$ cat src/rtl/dart_score_ctrl.sv
// dart_score_ctrl: two-player countdown dart game (impact -> ring score -> points, turns, winner).
// Define DART_BUST_EN to restore turn-start points on overshoot; otherwise overshoot saturates to a win.
module dart_score_ctrl #(
    parameter int START_PT       = 301,
    parameter int DARTS_PER_TURN = 3,
    parameter int CX             = 128,
    parameter int CY             = 128
) (
    input  logic       clk,
    input  logic       reset,
    input  logic       dart_come_i,
    input  logic [7:0] dart_position_x_i,
    input  logic [7:0] dart_position_y_i,
    output logic       game_set_o,
    output logic       player_1_done_o,
    output logic       player_2_done_o,
    output logic       player_1_win_o,
    output logic       player_2_win_o,
    output logic [8:0] player_1_pt_o,
    output logic [8:0] player_2_pt_o
);
    localparam logic [2:0] S_WAIT   = 3'd0;
    localparam logic [2:0] S_CALC   = 3'd1;
    localparam logic [2:0] S_SCORE  = 3'd2;
    localparam logic [2:0] S_UPDATE = 3'd3;
    localparam logic [2:0] S_OVER   = 3'd4;
    localparam logic [8:0] PT0 = 9'(START_PT);
    localparam logic [2:0] DPT = 3'(DARTS_PER_TURN);
    localparam logic [8:0] CX9 = 9'(CX);
    localparam logic [8:0] CY9 = 9'(CY);

    logic [2:0]  state_q, state_d;
    logic        come_q, come_d;
    logic [7:0]  x_q, x_d, y_q, y_d;
    logic [16:0] d2_q, d2_d;
    logic [5:0]  score_q, score_d;
    logic [8:0]  p1_q, p1_d, p2_q, p2_d, snap_q, snap_d;
    logic        turn_q, turn_d;
    logic [2:0]  cnt_q, cnt_d;
    logic        done1_q, done1_d, done2_q, done2_d;
    logic        win1_q, win1_d, win2_q, win2_d, set_q, set_d;
    logic signed [8:0]  dx9, dy9;
    logic signed [16:0] dx, dy, sq;
    logic signed [9:0]  rem;
    logic [8:0]  act_pt, new_pt;
    logic        win, bust, turn_end;

    always_comb begin
        dx9 = {1'b0, x_q} - CX9;
        dy9 = {1'b0, y_q} - CY9;
        dx = 17'(dx9);
        dy = 17'(dy9);
        sq = dx * dx + dy * dy;
        act_pt = turn_q ? p2_q : p1_q;
        rem = 10'(act_pt) - 10'(score_q);
`ifdef DART_BUST_EN
        win  = rem == 10'sd0;
        bust = rem < 10'sd0;
`else
        win  = rem <= 10'sd0;
        bust = 1'b0;
`endif
        turn_end = bust | (cnt_q + 3'd1 == DPT);
        new_pt = win ? 9'd0 : bust ? snap_q : rem[8:0];
        state_d = state_q;
        come_d = dart_come_i;
        x_d = x_q;
        y_d = y_q;
        d2_d = d2_q;
        score_d = score_q;
        p1_d = p1_q;
        p2_d = p2_q;
        snap_d = snap_q;
        turn_d = turn_q;
        cnt_d = cnt_q;
        done1_d = 1'b0;
        done2_d = 1'b0;
        win1_d = win1_q;
        win2_d = win2_q;
        set_d = set_q;
        case (state_q)
            S_WAIT: if (dart_come_i & ~come_q) begin
                x_d = dart_position_x_i;
                y_d = dart_position_y_i;
                state_d = S_CALC;
            end
            S_CALC: begin
                d2_d = sq;
                state_d = S_SCORE;
            end
            S_SCORE: begin
                score_d = d2_q <= 17'd64    ? 6'd50 :
                          d2_q <= 17'd256   ? 6'd25 :
                          d2_q <= 17'd1600  ? 6'd20 :
                          d2_q <= 17'd3600  ? 6'd15 :
                          d2_q <= 17'd6400  ? 6'd10 :
                          d2_q <= 17'd10000 ? 6'd5  : 6'd0;
                state_d = S_UPDATE;
            end
            S_UPDATE: begin
                p1_d = turn_q ? p1_q : new_pt;
                p2_d = turn_q ? new_pt : p2_q;
                if (win) begin
                    win1_d = ~turn_q;
                    win2_d = turn_q;
                    set_d = 1'b1;
                    done1_d = ~turn_q;
                    done2_d = turn_q;
                    state_d = S_OVER;
                end else begin
                    // the incoming player's points become the new turn-start snapshot
                    cnt_d = turn_end ? 3'd0 : cnt_q + 3'd1;
                    done1_d = turn_end & ~turn_q;
                    done2_d = turn_end & turn_q;
                    turn_d = turn_end ? ~turn_q : turn_q;
                    snap_d = turn_end ? (turn_q ? p1_q : p2_q) : snap_q;
                    state_d = S_WAIT;
                end
            end
            default: state_d = state_q;
        endcase
    end

    always_ff @(posedge clk or posedge reset) begin
        if (reset) begin
            state_q <= S_WAIT;
            come_q <= 1'b0;
            x_q <= 8'd0;
            y_q <= 8'd0;
            d2_q <= 17'd0;
            score_q <= 6'd0;
            p1_q <= PT0;
            p2_q <= PT0;
            snap_q <= PT0;
            turn_q <= 1'b0;
            cnt_q <= 3'd0;
            done1_q <= 1'b0;
            done2_q <= 1'b0;
            win1_q <= 1'b0;
            win2_q <= 1'b0;
            set_q <= 1'b0;
        end else begin
            state_q <= state_d;
            come_q <= come_d;
            x_q <= x_d;
            y_q <= y_d;
            d2_q <= d2_d;
            score_q <= score_d;
            p1_q <= p1_d;
            p2_q <= p2_d;
            snap_q <= snap_d;
            turn_q <= turn_d;
            cnt_q <= cnt_d;
            done1_q <= done1_d;
            done2_q <= done2_d;
            win1_q <= win1_d;
            win2_q <= win2_d;
            set_q <= set_d;
        end
    end

    assign game_set_o = set_q;
    assign player_1_done_o = done1_q;
    assign player_2_done_o = done2_q;
    assign player_1_win_o = win1_q;
    assign player_2_win_o = win2_q;
    assign player_1_pt_o = p1_q;
    assign player_2_pt_o = p2_q;
endmodule

$ cat config.mk
export PLATFORM = sky130hd
export DESIGN_NAME = dart_score_ctrl
export DESIGN_NICKNAME = d
export VERILOG_FILES = /design/src/rtl/dart_score_ctrl.sv
export SDC_FILE = /design/constraint.sdc
export NUM_CORES = 1
export LEC_CHECK = 0
export CORE_UTILIZATION = 30
export DETAILED_ROUTE_END_ITERATION = 7
export PLACE_DENSITY = 0.51
export SYNTH_ARGS = -nofsm -noshare
export SYNTH_HDL_FRONTEND = slang
export SYNTH_SLANG_ARGS = --single-unit
$ cat constraint.sdc
create_clock -name clk -period 7.3 [get_ports clk]
set_input_delay 1.095 -clock clk [delete_from_list [all_inputs] [get_ports clk]]
set_output_delay 1.095 -clock clk [all_outputs]
set_load 0.01 [all_outputs]
==> impl_metrics.ini, run 1 <==
[global_routing]
grt_usage = 0.137
gr-total-overflow = 0
grt_pass1_vias = 6018
antenna_found_initial = 1
grt_pass1_wl_um = 30600
grt_max_degree = 71

[synthesis]
async_reset_ff_frac = 1.00
synth_area_leaders = fa_1 29%, dfrtp_1 18%, ha_1 12%
synth_area_leader_cell = fa_1
synthCells = 854
synth_edf_count = 0
syn_nets = 1075
synth-main-ff-cell = dfrtp_1
yosysUniqueCellTypes = 54
synth_area_um2 = 8450
seq_area_frac_synth = 0.209
ys_warn_count = 0
avgSynthCellArea_um2 = 9.90
synth_top_area_share = 0.289
ys_ff_latch = 70

[worst_setup_path]
critPathTopFamily = adder cells
crit_slowest_cell = fa_1
path_common_cell = fa_1
max_stage_delay_ns = 0.57
crit_buf_inv = 4
cp_cell_sequence = nor2b_1 -> inv_1 -> fa_1 -> fa_1 -> inv_1 -> fa_1 -> fa_1 -> fa_1 -> fa_1 -> inv_1 -> fa_1 -> inv_1 -> ha_1 -> o21ai_0 -> nor2_1 -> or4_1 -> nand4_1 -> a31oi_1 -> xnor2_1 -> o21ai_0
cp_num_cells = 20
crit_fanout = 13
start_kind = register
critPathCaptureType = register
required_ns = 7.50
r2r_cells = 20
crit_type = reg -> reg
worstPathArrival_ns = 6.43

[timing]
fin_skew_ns = 0.0147
slew_headroom = 0.336
finalSetupTns_ns = 0
worst_pin_slew_ns = 0.996
finalCritPeriodShare = 0.854
setup_viol = 0
hold_viol = 0
hold-worst-slack_ns = 0.484
min_period_ns = 6.24
fmax_mhz = 160
rsz0062_at_grt = no
drv_slew = 0

[hold_path]
hold_class = reg -> reg
whs_path_depth = 2

[cells_and_area]
num_antenna_cells = 0
area_delta_synth_final_pct = 13.4
final_common_cell = inv_1
fin_util = 0.345
num-nets-final = 1113
fin_cells = 1275
drive_gt1_frac = 0.0814
final_cell_mix = 178 x inv_1, 122 x fa_1, 80 x ha_1, 68 x nand2_1, 60 x dfrtp_1

[cts]
path_clk_slew_ns = 0.07
numCtsBuffers = 9
cts_hold_buf = 0
cts_sinks = 70
htreeDepth = 3
root_buffer = clkbuf_16
cts_setup_buffers = 0
clkLatencyLatePin_ns = 0.35
cts.repair.resized = 0
cts_tree = done
cts.path.max_buffers = 2

[floorplanning]
core_area_um2 = 27800
die_y_um = 170
initial_utilization = 0.304
die-width_um = 170
rows = 61
pin_count = 42
die_area_um2 = 28800

[route]
wirelength_met1_um = 8290
firstDrtPassIters = 4
vias = 5650
route.met2.wl_um = 9100
drt_iter0_markers = 254
postRouteAntennaNets = 0
dr_wl_met3_um = 569
wire_per_inst_um = 14.3
highest-signal-layer = met4
drc = 0
viasPerCell = 4.43
wl_um = 18200

[pwr]
vdd_drop_max_mv = 0.0880
power.leakage_nw = 4.86
p_total_mw = 0.854
power_density_nw_per_um2 = 89.0

[run_status]
status = complete, no violations

[place]
gp_congestion = 0.817
placedCellCount = 1259
hpwl_um = 15000
io_buffers = 41

[job]
cap_violations = 0
registers in the layout, indices dropped and copies added (netlist names), 3 cells and up:
name and cells:
state_q 3, score_q 6, cnt_q 3, player_1_pt_o 9, y_q 8, d2_q 17, x_q 8, player_2_pt_o 9
through the flow:
step,worst slack (ns),cell area [um2]
global placement,1.09,9300
floorplan,1.27,8450
detailed placement,1.05,9300
global route,0.750,9590
CTS,1.04,9590
finish,1.06,9590
Yosys cell counts, types with 5 or more instances:
cell and number:
o31ai_1 19, or3_1 7, nand2_1 68, o21ai_0 36, dfrtp_1 60, fa_1 122, xnor2_1 29, a31oi_1 7
mux2i_1 8, o21bai_1 5, a21oi_1 12, and2_1 31, a21o_1 9, ha_1 80, inv_1 179, clkbuf_1 18
dfstp_2 10, nor2b_1 9, nand2b_1 9, xor2_1 13, or2_2 9, nor2_1 35, nand3_1 6, mux2_2 24
cell families (layout without fill, tap and decap cells):
kind of cell / after synthesis / after routing / share of synthesized area
fa+ha+maj: 202 / 202 / 0.407
compound gates: 113 / 113 / 0.0924
flops: 70 / 70 / 0.209
xor+xnor: 42 / 42 / 0.0435
mux: 34 / 34 / 0.0450
simple gates: 196 / 196 / 0.115
buf+inv: 197 / 240 / 0.0875
path summary, 6_finish.rpt:
kind / start / end / slack [ns]
max: y_q[1] / d2_q[16] / 1.06
min: score_q[2] / score_q[2] / 0.48
max reg2reg: y_q[1] / d2_q[16] / 1.06
min reg2reg: score_q[2] / score_q[2] / 0.48
max in group asynchronous: reset / y_q[2] / 5.28
min in group asynchronous: reset / come_q / 1.34
metal layers:
metal,global-route usage,vias to the layer above
met5,0,-
met2,0.238,71
met4,0.0353,0
met1,0.175,2765
met3,0.0230,20
li1,-,2794
area by class of cell:
cell class | count | area (um2)
Clock buffer | 9 | 225
Clock inverter | 7 | 63.8
Fill cell | 2900 | 18200
Inverter | 179 | 673
Multi-Input combinational cell | 587 | 5950
Sequential cell | 70 | 1760
Tap cell | 378 | 473
Timing Repair Buffer | 45 | 440
tightest hold or removal path, cell delays in order (launching register included):
cell and delay [ns]:
dfrtp_1 0.35, nand2_1 0.05, o31ai_1 0.05
report_power, final:
| group | internal, mW | switching (mW) | leakage, nW | total (mW) |
|---|---|---|---|---|
| Combinational | 0.00894 | 0.00988 | 3.87 | 0.0188 |
| Clock | 0.238 | 0.208 | 0.136 | 0.446 |
| Sequential | 0.388 | 0.0000701 | 0.861 | 0.388 |
(Power assumes the default switching activity.)
==> run 2: changes to the inputs <==
- CAP_MARGIN: unset -> 20
- PLACE_DENSITY: 0.51 -> unset
- PLACE_DENSITY_LB_ADDON: unset -> 0.3
==> run 2 against run 1 <==
Effect of this change: clock power down 2%; via count down 0.50%; cell area up 0.39%; cell count unchanged; critical path type unchanged; largest power group unchanged.
==> impl_metrics.ini, run 2 (synthesized netlist as in run 1, its figures left out) <==
[worst_setup_path]
r2r_setup_slack_ns = 0.99
worstPathArrival_ns = 6.50
required_ns = 7.49
cp_cell_sequence = or2_2 -> fa_1 -> fa_1 -> inv_1 -> fa_1 -> fa_1 -> fa_1 -> fa_1 -> inv_1 -> fa_1 -> inv_1 -> ha_1 -> o21ai_0 -> nor2_1 -> or4_1 -> nand4_1 -> a31oi_1 -> xnor2_1 -> o21ai_0
path_common_cell = fa_1
max_stage_delay_ns = 0.59
r2r-start = y_q[7]
timing.rr.end = d2_q[16]
crit_type = reg -> reg
critPathCaptureType = register
start_kind = register
crit_fanout = 17
r2r_cells = 19
crit_slowest_cell = dfrtp_1

[pwr]
sequentialPowerShare = 0.459
p_total_mw = 0.846
vdd_drop_max_mv = 0.102
intPower_mw = 0.636
power_density_nw_per_um2 = 87.9
power.leakage_nw = 4.87
p_switching_mw = 0.209
swShare = 0.247
clkPwrFrac = 0.516
power_frac_comb = 0.025

[route]
wire_per_inst_um = 13.7
viasPerCell = 4.41
wl_um = 17400
postRouteAntennaNets = 0
drt_iter0_markers = 250
firstDrtPassIters = 4
vias = 5622
drc = 0

[cells_and_area]
num-nets-final = 1113
fillers = 2868
top_register = d2_q
final_cell_mix = 178 x inv_1, 122 x fa_1, 80 x ha_1, 68 x nand2_1, 60 x dfrtp_1
area_delta_synth_final_pct = 13.9
seq_area_um2 = 1760
num_antenna_cells = 0
largest_register_ffs = 17
fin_util = 0.346
drive_gt1_frac = 0.0814
final_common_cell = inv_1
multi_input_area_um2 = 5950

[place]
io_buffers = 41
hpwl_um = 14400
gp_congestion = 0.810

[cts]
cts.path.max_buffers = 2
cts_tree = done
numCtsBuffers = 9
htreeDepth = 3
cts.repair.resized = 0
path_clk_slew_ns = 0.07
clkLatencyLatePin_ns = 0.35
cts_hold_buf = 0
cts_setup_buffers = 0
cts_sinks = 70
root_buffer = clkbuf_16

[hold_path]
hold_class = reg -> reg
hold_path_end = player_1_pt_o[2]
hold_start = player_1_pt_o[2]
whs_path_depth = 2

[global_routing]
grt_pass1_vias = 6016
grt_pass1_wl_um = 30200
antenna_found_initial = 0
grt_max_degree = 71
gr-total-overflow = 0
grt_usage = 0.133

[timing]
finalSetupTns_ns = 0
finalCritPeriodShare = 0.865
worst_pin_slew_ns = 0.878
drv_slew = 0
fmax_mhz = 158
fin_skew_ns = 0.0111
slew_headroom = 0.415
hold_viol = 0
min_period_ns = 6.31
hold-worst-slack_ns = 0.483
rsz0062_at_grt = no
setup_viol = 0

[floorplanning]
pin_count = 42
initial_utilization = 0.304
core_area_um2 = 27800
rows = 61
die_area_um2 = 28800
die-width_um = 170
die_y_um = 170

[run_status]
status = complete, no violations

[job]
cap_violations = 0
==> run 2: cell types whose count changed in the layout (fill, tap and decap cells not counted) <==
cell,delta
buf_16,+2
buf_4,-2
clkinv_4,-1
inv_6,+2
inv_8,-1
==> run 2: routing by layer <==
metal	global-route usage	wire, um	part of all wire
met2	0.232	8700	0.50
met5	0	0	0
met4	0.0302	171	0.0098
met3	0.0188	555	0.032
met1	0.174	8020	0.46
==> run 2: worst max-delay path by stage <==
| stage | depth (start not counted) | start | slack [ns] | end |
|---|---|---|---|---|
| 6_report | 19 | y_q[7] | 0.99 | d2_q[16] |
| 5_1_grt | 20 | y_q[7] | 0.58 | d2_q[16] |
| 4_1_cts | 19 | x_q[7] | 0.95 | d2_q[16] |
| 3_5_place_dp | 19 | x_q[7] | 0.99 | d2_q[16] |
| 3_3_place_gp | 19 | x_q[7] | 1.07 | d2_q[16] |
| 2_1_floorplan | 20 | y_q[7] | 1.27 | d2_q[16] |
==> run 2: through the flow <==
step	setup slack [ns]	cell area, um2	std cells
final	0.987	9620	1275
after global routing	0.584	9620	1275
after CTS	0.949	9570	1273
after detailed placement	0.995	9280	1257
after global placement	1.07	9280	1257
after floorplan	1.27	8450	854
==> run 2: critical path, delay by kind of cell, from the launching register on <==
| family | cells | cell delay [ns] |
|---|---|---|
| simple gates | 4 | 1.05 |
| fa+ha+maj | 8 | 3.95 |
| compound gates | 3 | 0.28 |
| buf+inv | 3 | 0.14 |
| xor+xnor | 1 | 0.14 |
| flops | 1 | 0.59 |
==> run 2: power groups by stage <==
stage	sequential, mW	combinational, mW	clock, mW
finish	0.388	0.0208	0.436
global route	0.388	0.0235	0.468
CTS	0.388	0.0203	0.450
detailed placement	0.396	0.0203	0
global placement	0.396	0.0202	0
floorplan	0.396	0.00590	0
==> run 2: area by class of cell <==
class | count | share of cell area
clock buffer | 9 | 0.0234
clock inverter | 7 | 0.00637
sequential | 70 | 0.183
tap | 378 | 0.0491
multi-input combinational | 587 | 0.618
inverter | 179 | 0.0699
timing repair buffer | 45 | 0.0499
